--- src/rtl/la_sample_pkg.sv ---
// Shared sample-buffer constants, packet layout and address helpers.
// Used by both the capture packet writer and the readback engine.
package la_sample_pkg;

    localparam int SAMPLE_WIDTH             = 16;
    localparam int SAMPLE_PACKET_WIDTH      = 32;
    localparam int MEMORY_CAPACITY          = 2 ** 27;
    localparam int MEMORY_WORD_WIDTH        = 2;
    localparam int TRANSITION_COUNTER_WIDTH = SAMPLE_PACKET_WIDTH - SAMPLE_WIDTH;
    localparam int NUM_BYTES_PER_PACKET     = SAMPLE_PACKET_WIDTH / 8;
    localparam int NUM_WORDS_PER_PACKET     = NUM_BYTES_PER_PACKET / MEMORY_WORD_WIDTH;
    localparam logic [31:0] MAX_SAMPLE_NUMBER =
        32'(MEMORY_CAPACITY / MEMORY_WORD_WIDTH / NUM_WORDS_PER_PACKET - 1);

    typedef struct packed {
        logic [TRANSITION_COUNTER_WIDTH-1:0] interval;
        logic [SAMPLE_WIDTH-1:0]             data;
    } sample_packet_t;

    typedef enum logic [1:0] {
        RB_IDLE,
        RB_FETCH,
        RB_DRAIN,
        RB_DONE
    } rb_state_t;

    // The sample buffer is circular: the address after the last packet is 0.
    function automatic logic [31:0] wrap_inc(input logic [31:0] n);
        return (n == MAX_SAMPLE_NUMBER) ? 32'd0 : n + 32'd1;
    endfunction

endpackage

--- src/rtl/sample_readback_if.sv ---
// Memory read port plus decoded-sample stream of the readback engine.
// The master modport is the readback engine side.
interface sample_readback_if;
    import la_sample_pkg::*;

    logic                                rd_req;
    logic [31:0]                         rd_sample_number;
    logic                                rd_ack;
    logic                                rd_valid;
    logic [SAMPLE_PACKET_WIDTH-1:0]      rd_data;
    logic                                out_valid;
    logic                                out_ready;
    logic [SAMPLE_WIDTH-1:0]             out_data;
    logic [TRANSITION_COUNTER_WIDTH-1:0] out_interval;
    logic                                out_last;

    modport master (
        output rd_req, rd_sample_number, out_valid, out_data, out_interval, out_last,
        input  rd_ack, rd_valid, rd_data, out_ready
    );

    modport slave (
        input  rd_req, rd_sample_number, out_valid, out_data, out_interval, out_last,
        output rd_ack, rd_valid, rd_data, out_ready
    );

endinterface

--- src/rtl/sample_readback_fifo.sv ---
// Synchronous response FIFO with occupancy count and synchronous flush.
// DEPTH must be a power of two so the pointers wrap naturally.
module sample_readback_fifo #(
    parameter int WIDTH = 32,
    parameter int DEPTH = 4
) (
    input  logic                     clk,
    input  logic                     reset,
    input  logic                     push,
    input  logic [WIDTH-1:0]         push_data,
    input  logic                     pop,
    input  logic                     flush,
    output logic [WIDTH-1:0]         head,
    output logic [$clog2(DEPTH):0]   count,
    output logic                     empty
);
    localparam int AW = $clog2(DEPTH);
    localparam int CW = AW + 1;

    logic [WIDTH-1:0] mem_q [DEPTH];
    logic [WIDTH-1:0] mem_d [DEPTH];
    logic [AW-1:0]    wr_q, wr_d, rd_q, rd_d;
    logic [CW-1:0]    count_q, count_d;
    logic             full, do_push, do_pop;

    assign empty   = (count_q == '0);
    assign full    = (count_q == CW'(DEPTH));
    assign do_pop  = pop && !empty;
    assign do_push = push && (!full || do_pop);
    assign head    = mem_q[rd_q];
    assign count   = count_q;

    always_comb begin
        mem_d   = mem_q;
        wr_d    = wr_q;
        rd_d    = rd_q;
        count_d = count_q;
        if (flush) begin
            wr_d    = '0;
            rd_d    = '0;
            count_d = '0;
        end else begin
            if (do_push) begin
                mem_d[wr_q] = push_data;
                wr_d        = wr_q + 1'b1;
            end
            if (do_pop) rd_d = rd_q + 1'b1;
            if (do_push && !do_pop)      count_d = count_q + 1'b1;
            else if (!do_push && do_pop) count_d = count_q - 1'b1;
        end
    end

    always_ff @(posedge clk or posedge reset) begin
        if (reset) begin
            for (int i = 0; i < DEPTH; i++) mem_q[i] <= '0;
            wr_q    <= '0;
            rd_q    <= '0;
            count_q <= '0;
        end else begin
            mem_q   <= mem_d;
            wr_q    <= wr_d;
            rd_q    <= rd_d;
            count_q <= count_d;
        end
    end

    // Upstream credit accounting must make a push into a full FIFO impossible.
    always_ff @(posedge clk) begin
        if (!reset) assert (!(push && full && !do_pop));
    end

endmodule

--- src/rtl/sample_readback.sv ---
// Walks the circular sample buffer from begin to end and streams decoded samples.
// SAMPLE_READBACK_EXPAND_EN enables run-length expansion of the interval field.
//   state | meaning
//   IDLE  | waiting for start (and for late responses of an aborted run)
//   FETCH | issuing reads while FIFO + outstanding has room
//   DRAIN | all reads issued, streaming out the remaining beats
//   DONE  | one-cycle done pulse
module sample_readback
    import la_sample_pkg::*;
#(
    parameter int FIFO_DEPTH = 4
) (
    input  logic              clk,
    input  logic              reset,
    input  logic              start,
    input  logic              abort,
    input  logic [31:0]       sampleNum_Begin_pa,
    input  logic [31:0]       sampleNum_End_pa,
    sample_readback_if.master bus,
    output logic              busy,
    output logic              done
);
    localparam int CW = $clog2(FIFO_DEPTH) + 1;
    localparam logic [CW:0] DEPTH_C = (CW + 1)'(FIFO_DEPTH);

    rb_state_t      state_q, state_d;
    logic [31:0]    addr_q, addr_d, end_q, end_d, total_q, total_d, pkt_q, pkt_d;
    logic [CW-1:0]  outst_q, outst_d;
    logic [CW-1:0]  fifo_count;
    logic           fifo_empty;
    logic [SAMPLE_PACKET_WIDTH-1:0] fifo_head;
    sample_packet_t head;
    logic           push, pop, flush, acked, resp_in, handshake, own_beat, last_beat, credit_ok;

    sample_readback_fifo #(.WIDTH(SAMPLE_PACKET_WIDTH), .DEPTH(FIFO_DEPTH)) u_fifo (
        .clk       (clk),
        .reset     (reset),
        .push      (push),
        .push_data (bus.rd_data),
        .pop       (pop),
        .flush     (flush),
        .head      (fifo_head),
        .count     (fifo_count),
        .empty     (fifo_empty)
    );

    assign head      = fifo_head;
    assign credit_ok = ({1'b0, fifo_count} + {1'b0, outst_q}) < DEPTH_C;
    assign bus.rd_req           = (state_q == RB_FETCH) && credit_ok && !abort;
    assign bus.rd_sample_number = addr_q;
    assign acked     = bus.rd_req && bus.rd_ack;
    assign resp_in   = bus.rd_valid && (outst_q != '0);
    // Responses belonging to an aborted run are counted but never stored.
    assign push      = resp_in && ((state_q == RB_FETCH) || (state_q == RB_DRAIN)) && !abort;
    assign bus.out_valid = !fifo_empty;
    assign handshake = bus.out_valid && bus.out_ready;
    assign pop       = handshake && own_beat;
    assign last_beat = bus.out_valid && own_beat && (pkt_q == total_q - 32'd1);
    assign bus.out_last = last_beat;
    assign busy      = (state_q != RB_IDLE);
    assign done      = (state_q == RB_DONE);

`ifdef SAMPLE_READBACK_EXPAND_EN
    logic [SAMPLE_WIDTH-1:0]             prev_q, prev_d;
    logic [TRANSITION_COUNTER_WIDTH-1:0] rep_q, rep_d;

    always_comb begin
        prev_d = prev_q;
        rep_d  = rep_q;
        own_beat = (pkt_q == 32'd0) || (rep_q == head.interval);
        bus.out_data     = own_beat ? head.data : prev_q;
        bus.out_interval = '0;
        if (flush) begin
            rep_d = '0;
        end else if (handshake) begin
            if (own_beat) begin
                rep_d  = '0;
                prev_d = head.data;
            end else begin
                rep_d = rep_q + 1'b1;
            end
        end
    end

    always_ff @(posedge clk or posedge reset) begin
        if (reset) begin
            prev_q <= '0;
            rep_q  <= '0;
        end else begin
            prev_q <= prev_d;
            rep_q  <= rep_d;
        end
    end
`else
    always_comb begin
        own_beat         = 1'b1;
        bus.out_data     = head.data;
        bus.out_interval = head.interval;
    end
`endif

    always_comb begin
        outst_d = outst_q;
        if (acked && !resp_in)      outst_d = outst_q + 1'b1;
        else if (!acked && resp_in) outst_d = outst_q - 1'b1;
    end

    always_comb begin
        state_d = state_q;
        addr_d  = addr_q;
        end_d   = end_q;
        total_d = total_q;
        pkt_d   = pkt_q;
        flush   = 1'b0;
        if (pop)   pkt_d  = pkt_q + 32'd1;
        if (acked) addr_d = wrap_inc(addr_q);
        case (state_q)
            RB_IDLE: begin
                if (start && (outst_q == '0)) begin
                    state_d = RB_FETCH;
                    addr_d  = sampleNum_Begin_pa;
                    end_d   = sampleNum_End_pa;
                    pkt_d   = 32'd0;
                    total_d = (sampleNum_End_pa >= sampleNum_Begin_pa)
                            ? sampleNum_End_pa - sampleNum_Begin_pa + 32'd1
                            : MAX_SAMPLE_NUMBER - sampleNum_Begin_pa + sampleNum_End_pa + 32'd2;
                end
            end
            RB_FETCH: if (acked && (addr_q == end_q)) state_d = RB_DRAIN;
            RB_DRAIN: if (handshake && last_beat)     state_d = RB_DONE;
            RB_DONE:  state_d = RB_IDLE;
            default:  state_d = RB_IDLE;
        endcase
        if (abort) begin
            state_d = RB_IDLE;
            flush   = 1'b1;
        end
    end

    always_ff @(posedge clk or posedge reset) begin
        if (reset) begin
            state_q <= RB_IDLE;
            addr_q  <= '0;
            end_q   <= '0;
            total_q <= '0;
            pkt_q   <= '0;
            outst_q <= '0;
        end else begin
            state_q <= state_d;
            addr_q  <= addr_d;
            end_q   <= end_d;
            total_q <= total_d;
            pkt_q   <= pkt_d;
            outst_q <= outst_d;
        end
    end

endmodule
--- src/flat_wrapper.sv ---
// flat-port wrapper written by rule: the top's interface ports become plain ports
module sample_readback_flat import la_sample_pkg::*;
#(
    parameter int FIFO_DEPTH = 4
)
  (clk, reset, start, abort, sampleNum_Begin_pa, sampleNum_End_pa, busy, done, bus_rd_req, bus_rd_sample_number, bus_out_valid, bus_out_data, bus_out_interval, bus_out_last, bus_rd_ack, bus_rd_valid, bus_rd_data, bus_out_ready);
  sample_readback_if bus_i ();
  input  logic clk;
  input  logic reset;
  input  logic start;
  input  logic abort;
  input  logic [31:0] sampleNum_Begin_pa;
  input  logic [31:0] sampleNum_End_pa;
  output logic busy;
  output logic done;
  output wire logic [$bits(bus_i.rd_req)-1:0] bus_rd_req;
  output wire logic [$bits(bus_i.rd_sample_number)-1:0] bus_rd_sample_number;
  output wire logic [$bits(bus_i.out_valid)-1:0] bus_out_valid;
  output wire logic [$bits(bus_i.out_data)-1:0] bus_out_data;
  output wire logic [$bits(bus_i.out_interval)-1:0] bus_out_interval;
  output wire logic [$bits(bus_i.out_last)-1:0] bus_out_last;
  input wire logic [$bits(bus_i.rd_ack)-1:0] bus_rd_ack;
  input wire logic [$bits(bus_i.rd_valid)-1:0] bus_rd_valid;
  input wire logic [$bits(bus_i.rd_data)-1:0] bus_rd_data;
  input wire logic [$bits(bus_i.out_ready)-1:0] bus_out_ready;
  assign bus_rd_req = bus_i.rd_req;
  assign bus_rd_sample_number = bus_i.rd_sample_number;
  assign bus_out_valid = bus_i.out_valid;
  assign bus_out_data = bus_i.out_data;
  assign bus_out_interval = bus_i.out_interval;
  assign bus_out_last = bus_i.out_last;
  assign bus_i.rd_ack = bus_rd_ack;
  assign bus_i.rd_valid = bus_rd_valid;
  assign bus_i.rd_data = bus_rd_data;
  assign bus_i.out_ready = bus_out_ready;
  sample_readback #(.FIFO_DEPTH(FIFO_DEPTH)) u_core (.clk(clk), .reset(reset), .start(start), .abort(abort), .sampleNum_Begin_pa(sampleNum_Begin_pa), .sampleNum_End_pa(sampleNum_End_pa), .bus(bus_i), .busy(busy), .done(done));
endmodule
--- config.mk ---
export PLATFORM = sky130hd
export DESIGN_NAME = sample_readback_flat
export DESIGN_NICKNAME = d
export VERILOG_FILES = /design/src/rtl/la_sample_pkg.sv /design/src/rtl/sample_readback_if.sv /design/src/rtl/sample_readback_fifo.sv /design/src/rtl/sample_readback.sv /design/src/flat_wrapper.sv
export SDC_FILE = /design/constraint.sdc
export NUM_CORES = 1
export LEC_CHECK = 0
export CAP_MARGIN = 5
export CORE_ASPECT_RATIO = 1.1
export CORE_MARGIN = 1.5
export CORE_UTILIZATION = 52
export CTS_CLUSTER_SIZE = 24
export DETAILED_ROUTE_END_ITERATION = 12
export GPL_TIMING_DRIVEN = 0
export PLACE_DENSITY = 0.8
export SLEW_MARGIN = 10
export SYNTH_ARGS = -nofsm -noshare
export SYNTH_HDL_FRONTEND = slang
export SYNTH_SLANG_ARGS = --single-unit
--- constraint.sdc ---
create_clock -name clk -period 9.4 [get_ports clk]
set_input_delay 2.35 -clock clk [delete_from_list [all_inputs] [get_ports clk]]
set_output_delay 2.35 -clock clk [all_outputs]
set_load 0.05 [all_outputs]
; Word-level counts from Yosys, hierarchy flattened
; Cells that the tools add are included.
[totals]
elab_cells = 114
in_bits = 103
regBits = 268
out_inout_bits = 69
[classes]
bitwise_logic = 3
n_eq_ne = 10
muxes = 29
add_sub_neg = 15
reduce_logical = 39
order_cmp = 5
[op_table]
columns = op, n
row1 = $mux W32, 11
row2 = $bwmux W128, 1
row3 = $add A32 B1 Y32 const B, 3
row4 = $bmux W32 S2, 1
row5 = $demux W32 S2, 1
row6 = $eq A32 B32 Y1, 2
row7 = $add A32 B2 Y32 const B, 1
row8 = $add A32 B32 Y32, 1
row9 = $eq A32 B25 Y1 const B, 1
row10 = $ge A32 B32 Y1, 1
row11 = $sub A25 B32 Y32 const A, 1
row12 = $sub A32 B1 Y32 const B, 1
row13 = $sub A32 B32 Y32, 1
row14 = $logic_and A1 B1 Y1, 18
row15 = $mux W2, 8
row16 = $mux W3, 5
row17 = $pmux W2 S4, 1
row18 = $reduce_bool A2 Y1, 4
row19 = $logic_not A1 Y1, 7
row20 = $add A3 B1 Y3 const B, 2
row21 = $ge A3 B3 Y1 const B, 2
row22 = $logic_not A3 Y1, 2
row23 = $ne A3 B3 Y1 const B, 2
row24 = $not A2 Y3, 2
row25 = 16 further kinds, 22

; Logic depth before layout (Yosys ltp)
[logic_depth]
word_depth = 11
depth_mapped = 17
depth_no_buf = 17

; Hierarchy
; From an unflattened synthesis, not the netlist that was laid out.
[unflattened]
cells_unflattened = 1578
hier_area_um2 = 17012.6
[by_module_without_submodules]
columns = module, seq_area_each_um2, instances, cells_per_inst, area_per_inst_um2
row1 = sample_readback, 3328.2, 1, 1208, 10299.9
row2 = sample_readback_fifo, 3378.2, 1, 370, 6712.7

; Least setup slack after synthesis
; OpenSTA, ideal clock, no wires.
[synth_path]
kind = register to output
startpoint = reg u_core.total_q[5]
endpoint = out bus_out_last
path_buffers = 2
required_ns = 7.050
setup_slack_ns = 3.495
path_stages_with_launch = 10
t_arrival_ns = 3.555
cell_sequence = dfrtp_1 or4_4 or3_1 buf_2 or3_1 clkbuf_2 or4_1 a2111o_1 nor4_2 and3_1
[synth_between]
elab_chain_len = 3
[synth_rtl]
columns = element, line_no
row1 = from (decl), sample_readback.sv:27  ; logic [31:0] addr_q, addr_d, end_q, end_d, total_q, total_d, pkt_q, pkt_d;
row2 = from (signal assigned), sample_readback.sv:152  ; total_q <= total_d;
row3 = $sub A32 B1 Y32, sample_readback.sv:58  ; assign last_beat = bus.out_valid && own_beat && (pkt_q == total_q - 32'd1);
row4 = $eq A32 B32 Y1, sample_readback.sv:58
row5 = $logic_and A1 B1 Y1, sample_readback.sv:58
row6 = to (decl), flat_wrapper.sv:21  ; output wire logic [$bits(bus_i.out_last)-1:0] bus_out_last;
; Every way passes these cells.

; Worst setup path in the final report
[layout_path]
startpoint = reg u_core.total_q[0]
endpoint = out bus_out_last
; Same word-level chain as after synthesis.

==> flow_metrics.py <==
metrics = {
    "status": {
        "outcome": "completed",
    },
    "drt": {
        "post_drt_wl_per_cell_microns": 20.31,
        "vias": 12360,
        "drtAntennaViolNets": 0,
        "wl_mm": 42.61,
        "viasPerCell": 5.891,
        "first_iter_violations": 923,
        "drc": 0,
        "dr.pass1.iters": 6,
    },
    "logic_synthesis": {
        "netlist-cell-type-count": 67,
        "synthMuxAreaShare_pct": 14.30,
        "netlist_area_sq_um": 15700,
        "synth_top_family_by_area": "multiplexers",
        "async_flop_share_pct": 100.0,
        "synth-simple-area-share_pct": 12.90,
        "synth_area_leaders": "dfrtp_1, mux2_2, ha_1, xnor2_1, mux4_2",
        "synth_ff_type": "dfrtp_1",
        "synth_top_area_share_pct": 42.73,
        "syn-num-nets": 1697,
        "netlist_instances": 1493,
        "yosysSeqAreaShare_pct": 42.73,
        "synth.avg_cell_area_sq_um": 10.51,
        "synth-xor-area-share_pct": 9.151,
        "synth_largest_area_cell": "dfrtp_1",
        "synth-edff-count": 0,
        "synth_compound_area_share_pct": 8.218,
        "synthAdderAreaFrac_pct": 8.912,
        "synth_seq_cells": 268,
        "yosysWarnings": 0,
    },
    "global_route": {
        "overflow": 0,
        "gr-usage-all-layers_pct": 27.60,
        "grt_antenna_before_repair": 6,
        "grt_max_degree": 40,
        "grt_pass1_wl_mm": 67.22,
        "grt_pass1_vias": 12510,
    },
    "place": {
        "dp_hpwl_mm": 32.45,
        "port_buffers": 171,
        "place_congestion": 1.009,
        "dp.cells": 2045,
    },
    "clocking": {
        "postCtsHoldBufs": 0,
        "cts-resized-gates": 0,
        "clock-sinks": 268,
        "clk_path_buf_depth": 3,
        "clk_pin_slew_worst_paths_ns": 0.06,
        "postCtsSetupRepairBufs": 0,
        "cts_inserted_buffers": 29,
        "clock_latency_ns": 0.57,
        "cts_tree": "yes",
        "cts-root-buf": "clkbuf_16",
        "h-tree-depth": 1,
    },
    "timing": {
        "max_clock_freq_mhz": 134.2,
        "timing.final.crit_share_pct": 79.28,
        "setup_viol": 0,
        "slew-limit-headroom_pct": 33.23,
        "setup_tns_ns": 0,
        "rsz0062_at_grt": "no",
        "fin_skew_ns": 0.01832,
        "maxSlewViolCount": 0,
        "fin_crit_ns": 7.453,
        "hold_viol": 0,
        "worstMarginPinSlew_ns": 0.9978,
    },
    "floorplan": {
        "ios": 172,
        "fp.coreArea_sq_um": 29650,
        "fp.dieH_microns": 185.2,
        "start_util_pct": 52.95,
        "die_width_microns": 168.7,
        "fp.dieArea_sq_um": 31240,
        "row_count": 66,
    },
    "power": {
        "leakage_nw": 8.525,
        "sequentialPowerShare_pct": 34.5,
        "intPower_mw": 3.081,
        "clock_power_share_pct": 22.1,
        "p_switching_mw": 2.158,
        "ir_drop_uv": 281.5,
        "p_comb_share_pct": 43.4,
        "powerDensity_nw_per_um2": 275.7,
        "p_sw_share_pct": 41.20,
    },
    "critical_path": {
        "worst_path_largest_cell_delay_ns": 0.84,
        "r2r_end": "u_core.state_q[1]",
        "required_ns": 7.05,
        "critical_path_class": "reg -> out",
        "end_kind": "output port",
        "crit_fanout": 8,
        "crit_start": "u_core.total_q[0]",
        "arrival_ns": 5.10,
        "cpMaxStageDelayCell": "clkdlybuf4s50_1",
        "reg2reg_depth": 13,
        "r2r-start": "u_core.total_q[0]",
        "reg2reg_slack_ns": 5.15,
        "cp_cell_sequence": "inv_1 > ha_1 > or4b_2 > clkbuf_1 > or3_1 > clkbuf_2 > or4_1 > a2111o_1 > nor4_2 > and3_1 > clkdlybuf4s50_1",
        "cp-start-kind": "flop",
    },
    "layout": {
        "instances_no_fill": 2098,
        "drive_above_1_share_pct": 13.59,
        "areaGrowthSynthToFinish_pct": 21.04,
        "fin_nets": 1906,
    },
    "run": {
        "maxCapViolations": 0,
    },
    "hold_path": {
        "hold_end": "u_core.end_q[22]",
        "min_path_type": "reg -> reg",
        "hold_depth": 2,
        "hold_start": "u_core.end_q[22]",
    },
}
worst max path at each step:
stage                                   to  slack [ns]  cells past startpoint
final                         bus_out_last        1.95                     11
after detailed placement      bus_out_last        2.54                     11
after global placement    u_core.end_q[20]        1.64                      2
after floorplan               bus_out_last        3.49                      9
after global routing          bus_out_last        1.77                     11
after CTS                     bus_out_last        1.96                     11
metrics by stage:
step	util [%]	instance area, sq um	power (mW)	hold WS [ns]	setup WS, ns
detailed placement	60.80	18030	4.067	0.4838	2.545
global route	64.07	18990	5.500	0.5186	1.769
finish	64.09	19000	5.239	0.4958	1.947
global placement	60.31	17880	3.990	0.4814	1.635
floorplan	-	15700	3.332	0.4665	3.495
CTS	64.07	18990	5.242	0.4989	1.957
cell usage in the layout, fill, tap and decap left out, types with 16 or more instances in the layout:
cell type	n
dfrtp_1	268
clkdlybuf4s50_1	171
nand2_1	160
mux2_2	130
inv_1	103
xnor2_1	92
nor2_1	91
ha_1	83
xor2_1	72
o21ai_0	68
a21oi_1	45
clkbuf_1	40
nand3_1	37
mux4_2	32
o22ai_1	30
nand4_1	29
clkbuf_16	29
nor3_1	24
fa_1	18
and3_1	17
buf_1	16
cell families after synthesis:
family	after synthesis
and+or+nand+nor	425
DFF	268
AOI/OAI and AO/OA	209
muxes	168
xor gates and xnor gates	164
buffers and inverters	158
adders and majority gates	101
per-layer routing:
layer | vias up | GRT usage, % | share of wire, %
met2 | 440 | 48.35 | 49
li1 | 5659 | - | -
met4 | 6 | 10.61 | 3.9
met3 | 103 | 4.145 | 6.3
met5 | - | 0 | 0.082
met1 | 6152 | 34.54 | 40
power groups by stage:
| stage | combinational, mW | clock [mW] | sequential [mW] |
|---|---|---|---|
| final | 2.27 | 1.16 | 1.81 |
| after global routing | 2.44 | 1.22 | 1.84 |
| after CTS | 2.27 | 1.17 | 1.80 |
| after detailed placement | 2.25 | 0 | 1.81 |
| after global placement | 2.20 | 0 | 1.79 |
| after floorplan | 1.41 | 0 | 1.92 |
synthesized netlist by cell type, drive strengths merged, types with 3 or more instances:
master / number
nor3: 24
fa: 18
or4: 4
or3: 10
nand2: 160
xor2: 72
nor2: 91
inv: 104
nand3: 37
a21o: 4
buf: 17
a31oi: 11
nor2b: 7
or4b: 4
o22ai: 30
nor3b: 3
o311ai: 3
ha: 83
o21bai: 6
mux2: 130
or2: 4
dfrtp: 268
nor4b: 5
o21ai: 68
a211oi: 7
mux2i: 6
and4: 5
a21boi: 3
nor4: 12
a21oi: 45
clkbuf: 37
xnor2: 92
nand4: 29
o31ai: 4
nand2b: 7
mux4: 32
and3: 17
sequential cells by signal, summed over array words and instances, names as in the netlist:
name / count
u_core.total_q: 32
u_core.end_q: 32
u_core.state_q: 2
u_core.u_fifo.count: 3
u_core.outst_q: 3
u_core.pkt_q: 32
u_core.u_fifo.mem_q: 128
u_core.bus.rd_sample_number: 32
u_core.u_fifo.rd_q: 2
u_core.u_fifo.wr_q: 2
layout make-up:
cell class / instances / area [sq um]
fillers: 2269 / 10650
multi-input cells: 1067 / 8401
flip-flops and latches: 268 / 6706
repair buffers: 178 / 1852
clock buffers: 40 / 837.1
well taps: 374 / 467.9
inverters: 104 / 394.1
plain buffers: 54 / 205.2
clock inverters: 11 / 131.4
diodes: 2 / 5.005
critical path: cells and delay by family (launching register included):
family / cells / cell delay [ns]
simple gates: 5 / 2.12
buf+inv: 4 / 1.33
compound gates: 1 / 0.44
flops: 1 / 0.41
fa+ha+maj: 1 / 0.24
Note: power is estimated with default switching activity, not from simulation.
